==> src/rtl/adder_rr_arbiter.sv <==
// Ripple-carry adder: N-bit combinational add with carry-in and carry-out.
// Latency: purely combinational; the caller decides how long to let it settle.
// Backpressure: none, it has no handshake.
module ripple_carry #(
  parameter int N = 8
) (
  input  logic [N-1:0] a_i,
  input  logic [N-1:0] b_i,
  input  logic         c_i,
  output logic [N-1:0] o_o,
  output logic         c_o
);

  logic [N:0] carry;

  assign carry[0] = c_i;

  for (genvar i = 0; i < N; i++) begin : g_bit
    assign o_o[i]       = a_i[i] ^ b_i[i] ^ carry[i];
    assign carry[i+1]   = (a_i[i] & b_i[i]) | (carry[i] & (a_i[i] ^ b_i[i]));
  end

  assign c_o = carry[N];

endmodule

// Round-robin arbiter sharing one ripple_carry between two requesters.
// Latency: SETTLE+1 cycles from request acceptance to response valid.
// Backpressure: requests stall while busy; a response holds until its requester takes it.
module adder_rr_arbiter #(
  parameter int N      = 8,
  parameter int SETTLE = 2
) (
  input  logic         clk_i,
  input  logic         rst_ni,
  input  logic [1:0]   req_valid_i,
  output logic [1:0]   req_ready_o,
  input  logic [N-1:0] a0_i,
  input  logic [N-1:0] b0_i,
  input  logic         c0_i,
  input  logic [N-1:0] a1_i,
  input  logic [N-1:0] b1_i,
  input  logic         c1_i,
  output logic [1:0]   rsp_valid_o,
  input  logic [1:0]   rsp_ready_i,
  output logic [N-1:0] rsp_sum_o,
  output logic         rsp_c_o,
  output logic         busy_o
);

  typedef enum logic [1:0] {ST_IDLE, ST_SETTLE, ST_RESP} state_t;

  localparam logic [3:0] CNT_LOAD = 4'(SETTLE - 1);

  state_t       state;
  logic [N-1:0] op_a;
  logic [N-1:0] op_b;
  logic         op_c;
  logic [3:0]   cnt;
  logic         grant;
  logic         last;
  logic         win_vld;
  logic         win_idx;
  logic [N-1:0] add_sum;
  logic         add_c;

  ripple_carry #(.N(N)) u_add (
    .a_i (op_a),
    .b_i (op_b),
    .c_i (op_c),
    .o_o (add_sum),
    .c_o (add_c)
  );

  // On a tie the requester that was not served last wins.
  always_comb begin
    win_vld     = |req_valid_i;
    win_idx     = (req_valid_i == 2'b11) ? ~last : req_valid_i[1];
    req_ready_o = 2'b00;
    if (state == ST_IDLE && rst_ni && win_vld)
      req_ready_o[win_idx] = 1'b1;
  end

  always_ff @(posedge clk_i or negedge rst_ni) begin
    if (!rst_ni) begin
      state       <= ST_IDLE;
      op_a        <= '0;
      op_b        <= '0;
      op_c        <= 1'b0;
      cnt         <= 4'd0;
      grant       <= 1'b0;
      last        <= 1'b1;
      rsp_valid_o <= 2'b00;
      rsp_sum_o   <= '0;
      rsp_c_o     <= 1'b0;
      busy_o      <= 1'b0;
    end else begin
      case (state)
        ST_IDLE: begin
          if (win_vld) begin
            op_a   <= win_idx ? a1_i : a0_i;
            op_b   <= win_idx ? b1_i : b0_i;
            op_c   <= win_idx ? c1_i : c0_i;
            grant  <= win_idx;
            last   <= win_idx;
            cnt    <= CNT_LOAD;
            busy_o <= 1'b1;
            state  <= ST_SETTLE;
          end
        end
        ST_SETTLE: begin
          if (cnt == 4'd0) begin
            rsp_sum_o   <= add_sum;
            rsp_c_o     <= add_c;
            rsp_valid_o <= grant ? 2'b10 : 2'b01;
            state       <= ST_RESP;
          end else begin
            cnt <= cnt - 4'd1;
          end
        end
        ST_RESP: begin
          if (rsp_ready_i[grant]) begin
            rsp_valid_o <= 2'b00;
            busy_o      <= 1'b0;
            state       <= ST_IDLE;
          end
        end
        default: state <= ST_IDLE;
      endcase
    end
  end

endmodule

==> config.mk <==
export PLATFORM = sky130hd
export DESIGN_NAME = adder_rr_arbiter
export DESIGN_NICKNAME = d
export VERILOG_FILES = /design/src/rtl/adder_rr_arbiter.sv
export SDC_FILE = /design/constraint.sdc
export NUM_CORES = 1
export LEC_CHECK = 0
export ABC_AREA = 1
export BUFFER_PORTS_ARGS = -buffer_cell sky130_fd_sc_hd__buf_2
export CAP_MARGIN = 5
export CORE_AREA = 2 2 73 75
export DETAILED_ROUTE_END_ITERATION = 12
export DIE_AREA = 0 0 75 77
export PLACE_DENSITY = 0.66
export SLEW_MARGIN = 20
export SYNTH_ARGS = -nofsm -noshare
export SYNTH_HDL_FRONTEND = slang
export SYNTH_SLANG_ARGS = --single-unit
==> constraint.sdc <==
create_clock -name clk_i -period 4.4 [get_ports clk_i]
set_input_delay 0.66 -clock clk_i [delete_from_list [all_inputs] [get_ports clk_i]]
set_output_delay 0.66 -clock clk_i [all_outputs]
set_load 0.05 [all_outputs]
==> results of run 1 <==
power by group through the flow:
stage	logic, W	clock network [W]	registers [W]
final	0.000905	0.000223	0.000618
after CTS	0.000923	0.000231	0.000621
after global routing	0.00104	0.000246	0.000642
after detailed placement	0.000921	0	0.000626
after global placement	0.000912	0	0.000621
after floorplan	0.000571	0	0.000779
cell families after synthesis:
group / count (synthesis) / synth area share
simple gates: 89 / 0.1954
flops: 37 / 0.4778
compound gates: 46 / 0.1644
xor+xnor: 1 / 0.004514
fa+ha+maj: 10 / 0.09542
buf+inv: 23 / 0.06254
flip-flops by register name (all words and copies together), names as in the netlist:
register     flops
state            2
op_c             1
busy_o           1
op_b             8
grant            1
last             1
cnt              4
rsp_sum_o        8
op_a             8
rsp_valid_o      2
rsp_c_o          1
Yosys cell counts:
cell     instances
nand2_1         53
dfrtp_1         36
nor2_1          24
o21ai_0         22
o21ai_2         20
inv_1           14
fa_1             8
nand3_1          4
buf_2            2
buf_6            2
ha_1             2
inv_2            2
nand2_2          2
o21ai_1          2
buf_4            1
buf_8            1
dfstp_2          1
inv_4            1
nand2_4          1
nand3_4          1
nand4_1          1
nor2_2           1
nor2_4           1
nor3_1           1
o21ai_4          1
o31ai_1          1
xor2_1           1
worst paths after layout:
kind                                   start            to  slack (ns)  cells after the start
worst max-delay path                 op_a[0]  rsp_sum_o[7]        0.70                     12
worst min-delay path                  rst_ni        cnt[1]        0.41                      2
worst max register to register       op_a[0]  rsp_sum_o[7]        0.70                     12
worst min register to register  rsp_sum_o[4]  rsp_sum_o[4]        0.47                      2
max in group asynchronous             rst_ni          last        3.65                      2
min in group clk_i              rsp_sum_o[4]  rsp_sum_o[4]        0.47                      2
through the flow:
stage | cell area [sq um] | instances | setup WS, ns
floorplan | 1941 | 206 | 0.8226
global placement | 2246 | 324 | 0.7395
detailed placement | 2246 | 324 | 0.7006
CTS | 2328 | 332 | 0.6853
global route | 2328 | 332 | 0.4690
finish | 2328 | 332 | 0.6956
metal layers:
layer	track usage	part of all wire	vias up
met5	0	0	-
met4	0.07500	0.020	0
met3	0.02365	0.043	4
met2	0.2298	0.44	39
met1	0.2156	0.50	664
li1	-	-	773
worst max-delay path: cells and delay by family (launching register included):
family / cells / cell delay [ns]
flops: 1 / 0.40
fa+ha+maj: 8 / 2.87
buf+inv: 3 / 0.19
compound gates: 1 / 0.15
cell type report:
cell class	count	share of cell area
clock inverter	2	0.004299
timing repair buffer	54	0.1171
tap	70	0.03761
sequential	37	0.3982
inverter	17	0.02848
multi-input combinational	146	0.3831
clock buffer	6	0.03117
==> results.md, run 1 <==
- Final nets: 311
- Post-CTS sizing: 0
- WL per Instance: 11.75 um
- Top-area cell type share of the netlist area: 0.4642
- Port-buffer cells: 53
- Unique masters post-synth: 27
- Slew Limit Fails: 0
- Sequential Power Share: 0.354
- Leakage: 1.179 nW
- Pre-antenna DRT Iters: 4
- Synth Instances: 206
- Area leader, netlist: dfrtp_1
- Slowest stage delay, CP: 0.42 ns
- Die span in y: 77 um
- Die area: 5775 sq um
- Footprint of the multi-input gates: 892.1 sq um
- Share of cells above drive strength 1: 0.3511
- Critical-path top delay cell: fa_1
- Max FO, Critical Path: 2
- RePlAce Congestion: 0.7705
- H-tree Lvls: 2
- Maximum VDD drop: 0.3014 mV
- Core ar.: 4977 sq um
- Min Hold Slack: 0.4127 ns
- CTS tree: built
- Vias in the first global route: 1556
- Crit path cell chain: fa_1, inv_1, fa_1, inv_1, fa_1, fa_1, fa_1, fa_1, fa_1, inv_1, fa_1, o21ai_0
- Pin count of the biggest net entering global routing: 39
- Cts hold-fix bufs: 0
- Final ANT Viol Nets: 0
- Max_slew headroom: 0.5878
- Gr usage total: 0.1541
- RSZ-0062 raised after global routing: false
- DP HPWL: 2.956 mm
- Fin crit period: 3.704 ns
- Logic pwr share: 0.518
- Period utilisation layout: 0.8419
- Slew @ Worst Pin: 0.6159 ns
- Final core occ: 0.4678
- Most used cell, CP: fa_1
- Vias per cell: 4.458
- Most frequent cells in the layout: 53 x nand2_1, 53 x buf_2, 36 x dfrtp_1
- Area Overhead vs Synth: 19.99%
- Starting DRT DRC Count: 73
- Synth area leaders: dfrtp_1 46%, nand2_1 10%, o21ai_2 9.0%, fa_1 8.3%, o21ai_0 5.7%
- Fill cells: 495
- CP Capture Type: register
- Routed WL: 3.902 mm
- Crit Path Class: register to register
- Setup bufs post-CTS: 0
- First-pass GRT wire length: 6.782 mm
- Clock Pin Slew Worst Setup and Hold Paths: 0.07 ns
- # diodes: 0
- CTS Buf Count: 5
- Power Internal: 0.0009101 W
- Yosys Warn Count: 0
- Worst path arrival time: 3.91 ns
- I/O pins: 54
- Kind of start point of the critical path: register
- # DRC: 0
- Pwr dens: 750.1 nW/um^2
- Register area: 927.1 sq um
- Hold Crit Class: input port to async pin
- Chip width: 75 um
- Clk pwr share: 0.128
- Mean Syn Cell Area: 9.420 sq um
- Worst Skew: 0.002588 ns
- Number of clock sinks: 37
- Sw frac: 0.4790
- Root Driver: clkbuf_8
- CTS max path bufs: 2
- Setup-failing EPs final: 0
- Worst-Skew Late Latency: 0.28 ns
- Seq cells post-synth: 37
- Setup total negative slack: 0 ns
- Final Hold Viols: 0
- MaxCap Viol Count: 0
- Via count: 1480
- Worst EP required: 4.61 ns
- Outcome: finished clean
- Grt ovf: 0
- Starting Density: 0.3899
- Synthesized area: 1941 sq um
- Register area share after synthesis: 0.4778
- Mapped Nets: 256
- Overall Power: 0.001747 W
- Std cell rows: 26
- P_sw: 0.0008366 W
- Fmax: 0.2700 GHz
- Initial antenna violation count: 0
Note: power is estimated with default switching activity, not from simulation.
==> run 2: changes to the inputs <==
--- a/config.mk
+++ b/config.mk
@@ -11,7 +11,7 @@
 export CORE_AREA = 2 2 73 75
 export DETAILED_ROUTE_END_ITERATION = 12
 export DIE_AREA = 0 0 75 77
-export PLACE_DENSITY = 0.66
+export PLACE_DENSITY = 0.68
 export SLEW_MARGIN = 20
 export SYNTH_ARGS = -nofsm -noshare
 export SYNTH_HDL_FRONTEND = slang
==> constraint.sdc (replaced) <==
create_clock -name clk_i -period 3.3 [get_ports clk_i]
set_input_delay 0.495 -clock clk_i [delete_from_list [all_inputs] [get_ports clk_i]]
set_output_delay 0.495 -clock clk_i [all_outputs]
set_load 0.05 [all_outputs]
==> run 2 against run 1 <==
  * Worst hold slack worse by 0.16 ns
  * Flip-flop and latch count stayed put
  * Critical path type unchanged
  * Combinational power is 40% higher
  * Register-to-register slack worse by 0.83 ns
  * Clock skew is 0.0074 ns higher
  * Routed wire length is 3.6% higher
  * The flow now finishes with violations (setup timing)
  * Clock power is 37% higher
  * Largest cell class unchanged
  * Die area stayed put
  * Global-route usage is 0.34 points higher
  * Total power is 38% higher
==> results.md, run 2 (synthesis results as in run 1) <==
- Outcome: finished with violations
- Failing checks: setup timing
- Vias per cell: 4.557 (+2.2%)
- Most frequent cells in the layout: 53 x nand2_1, 53 x buf_2, 36 x dfrtp_1
- Worst Skew: 0.01001 ns (+0.007420 ns)
- Die span in y: 77 um (unchanged)
- Clock Pin Slew Worst Setup and Hold Paths: 0.07 ns (about the same)
- First-pass GRT wire length: 6.941 mm (+2.3%)
- Footprint of the multi-input gates: 913.4 sq um (+2.4%)
- CTS tree: built
- Chip width: 75 um (unchanged)
- Std cell rows: 26 (unchanged)
- Grt ovf: 0 (unchanged)
- Crit path buf inv count: 3 (unchanged)
- Delay-heaviest family, CP: adder cells
- Final nets: 313 (+0.64%)
- Min Hold Slack: 0.2546 ns (-0.1581 ns)
- Routed WL: 4.044 mm (+3.6%)
- Slowest stage delay, CP: 0.43 ns (about the same)
- Worst EP required: 3.52 ns (-1.09 ns)
- Fmax: 0.2915 GHz (+8.0%)
- Worst-Skew Late Latency: 0.29 ns (about the same)
- Kind of start point of the critical path: register
- Final Hold Viols: 0 (unchanged)
- Max FO, Critical Path: 2 (unchanged)
- Share of cells above drive strength 1: 0.3864 (+0.03522)
- RePlAce Congestion: 0.7653 (-0.67%)
- H-tree Lvls: 2 (unchanged)
- Root Driver: clkbuf_8
- Slew Limit Fails: 0 (unchanged)
- Register area: 927.1 sq um (unchanged)
- Pre-antenna DRT Iters: 4 (unchanged)
- Slew @ Worst Pin: 0.4643 ns (-0.1516 ns)
- Area Overhead vs Synth: 21.79%
- Via count: 1522 (+2.8%)
- Largest regs: op_a: 8 flops, op_b: 8 flops, rsp_sum_o: 8 flops
- Final ANT Viol Nets: 0 (unchanged)
- Core ar.: 4977 sq um (unchanged)
- MaxCap Viol Count: 0 (unchanged)
- Starting Density: 0.3899 (unchanged)
- Gr usage total: 0.1574 (+0.003351)
- # DRC: 0 (unchanged)
- Fill cells: 493 (-0.40%)
- CTS Buf Count: 5 (unchanged)
- Vias in the first global route: 1458 (-6.3%)
- Worst path arrival time: 3.65 ns (-0.26 ns)
- RSZ-0062 raised after global routing: true
- Crit Path Class: register to register
- I/O pins: 54 (unchanged)
- Pwr dens: 1020 nW/um^2 (+36%)
- Pin count of the biggest net entering global routing: 38 (-2.6%)
- Worst setup margin: -0.1304 ns (-0.8260 ns)
- Critical-path top delay cell: fa_2
- WL per Instance: 12.11 um (+3.0%)
- Crit path cell chain: fa_2, inv_2, fa_1, inv_1, fa_2, fa_2, fa_2, fa_2, fa_2, inv_1, fa_2, o21ai_2
- CP Capture Type: register
- Period utilisation layout: 1.040 (+0.1976)
- Most used cell, CP: fa_2
- Dpl ws: -0.2176 ns (-0.9182 ns)
- Leakage: 1.179 nW (about the same)
- Maximum VDD drop: 0.3637 mV (+21%)
- Final core occ: 0.4749 (+0.007039)
- Fin crit period: 3.430 ns (-0.2740 ns)
- Starting DRT DRC Count: 47 (-36%)
- Port-buffer cells: 53 (unchanged)
- Die area: 5775 sq um (unchanged)
- Setup total negative slack: -0.1304 ns (-0.1304 ns)
- Initial antenna violation count: 0 (unchanged)
- # diodes: 0 (unchanged)
- CTS max path bufs: 2 (unchanged)
- Setup-failing EPs final: 1 (+1)
- Cts hold-fix bufs: 0 (unchanged)
- Number of clock sinks: 37 (unchanged)
- Max_slew headroom: 0.6905 (+0.1026)
- DP HPWL: 2.951 mm (-0.17%)
- Hold Crit Class: input port to async pin
run 2: worst paths after layout:
check / endpoint / slack [ns] / cells after the start / startpoint
setup / recovery: rsp_sum_o[7] / -0.13 / 12 / op_c
hold / removal: cnt[1] / 0.25 / 2 / rst_ni
setup reg to reg: rsp_sum_o[7] / -0.13 / 12 / op_c
hold reg to reg: last / 0.47 / 2 / last
max in group asynchronous: last / 2.71 / 2 / rst_ni
min in group clk_i: op_b[7] / 0.46 / 3 / b1_i[7]
run 2: cell type report:
cell class / count / area share
Multi-Input combinational cell: 146 / 0.3864
Inverter: 17 / 0.02806
Clock buffer: 7 / 0.03229
Clock inverter: 1 / 0.002118
Sequential cell: 37 / 0.3923
Tap cell: 70 / 0.03706
Timing Repair Buffer: 56 / 0.1218
run 2: layer usage:
layer  track usage  vias to the layer above  share of wire
met5             0                        -              0
met4       0.05893                        0          0.017
met3       0.03679                        6          0.052
met2        0.2088                       39           0.43
met1        0.2456                      705           0.50
li1              -                      772              -
run 2: worst register-to-register path, cell delays in order, from the launching register on:
cell,delay (ns)
dfrtp_1,0.40
fa_2,0.40
inv_2,0.06
fa_1,0.16
inv_1,0.06
fa_2,0.33
fa_2,0.34
fa_2,0.34
fa_2,0.34
fa_2,0.32
inv_1,0.07
fa_2,0.43
o21ai_2,0.11
run 2: repair_timing:
action	4_1_cts	5_1_grt
pin swaps	1	2
resized for setup	1	4
endpoints found under the setup margin	1	2
setup buffers	0	1
run 2: stage by stage:
step | area, sq um | power [W] | cells
final | 2364 | 0.002410 | 334
after global routing | 2364 | 0.002651 | 334
after CTS | 2347 | 0.002400 | 333
after detailed placement | 2263 | 0.002090 | 325
after global placement | 2263 | 0.002066 | 325
after floorplan | 1951 | 0.001819 | 206
run 2: report_power, final:
part / switching (W) / internal (W) / leakage [nW] / total, W
sequential: 0.000154 / 0.000676 / 0.452 / 0.000830
combinational: 0.000845 / 0.000430 / 0.684 / 0.00127
clock: 0.000158 / 0.000148 / 0.0422 / 0.000306
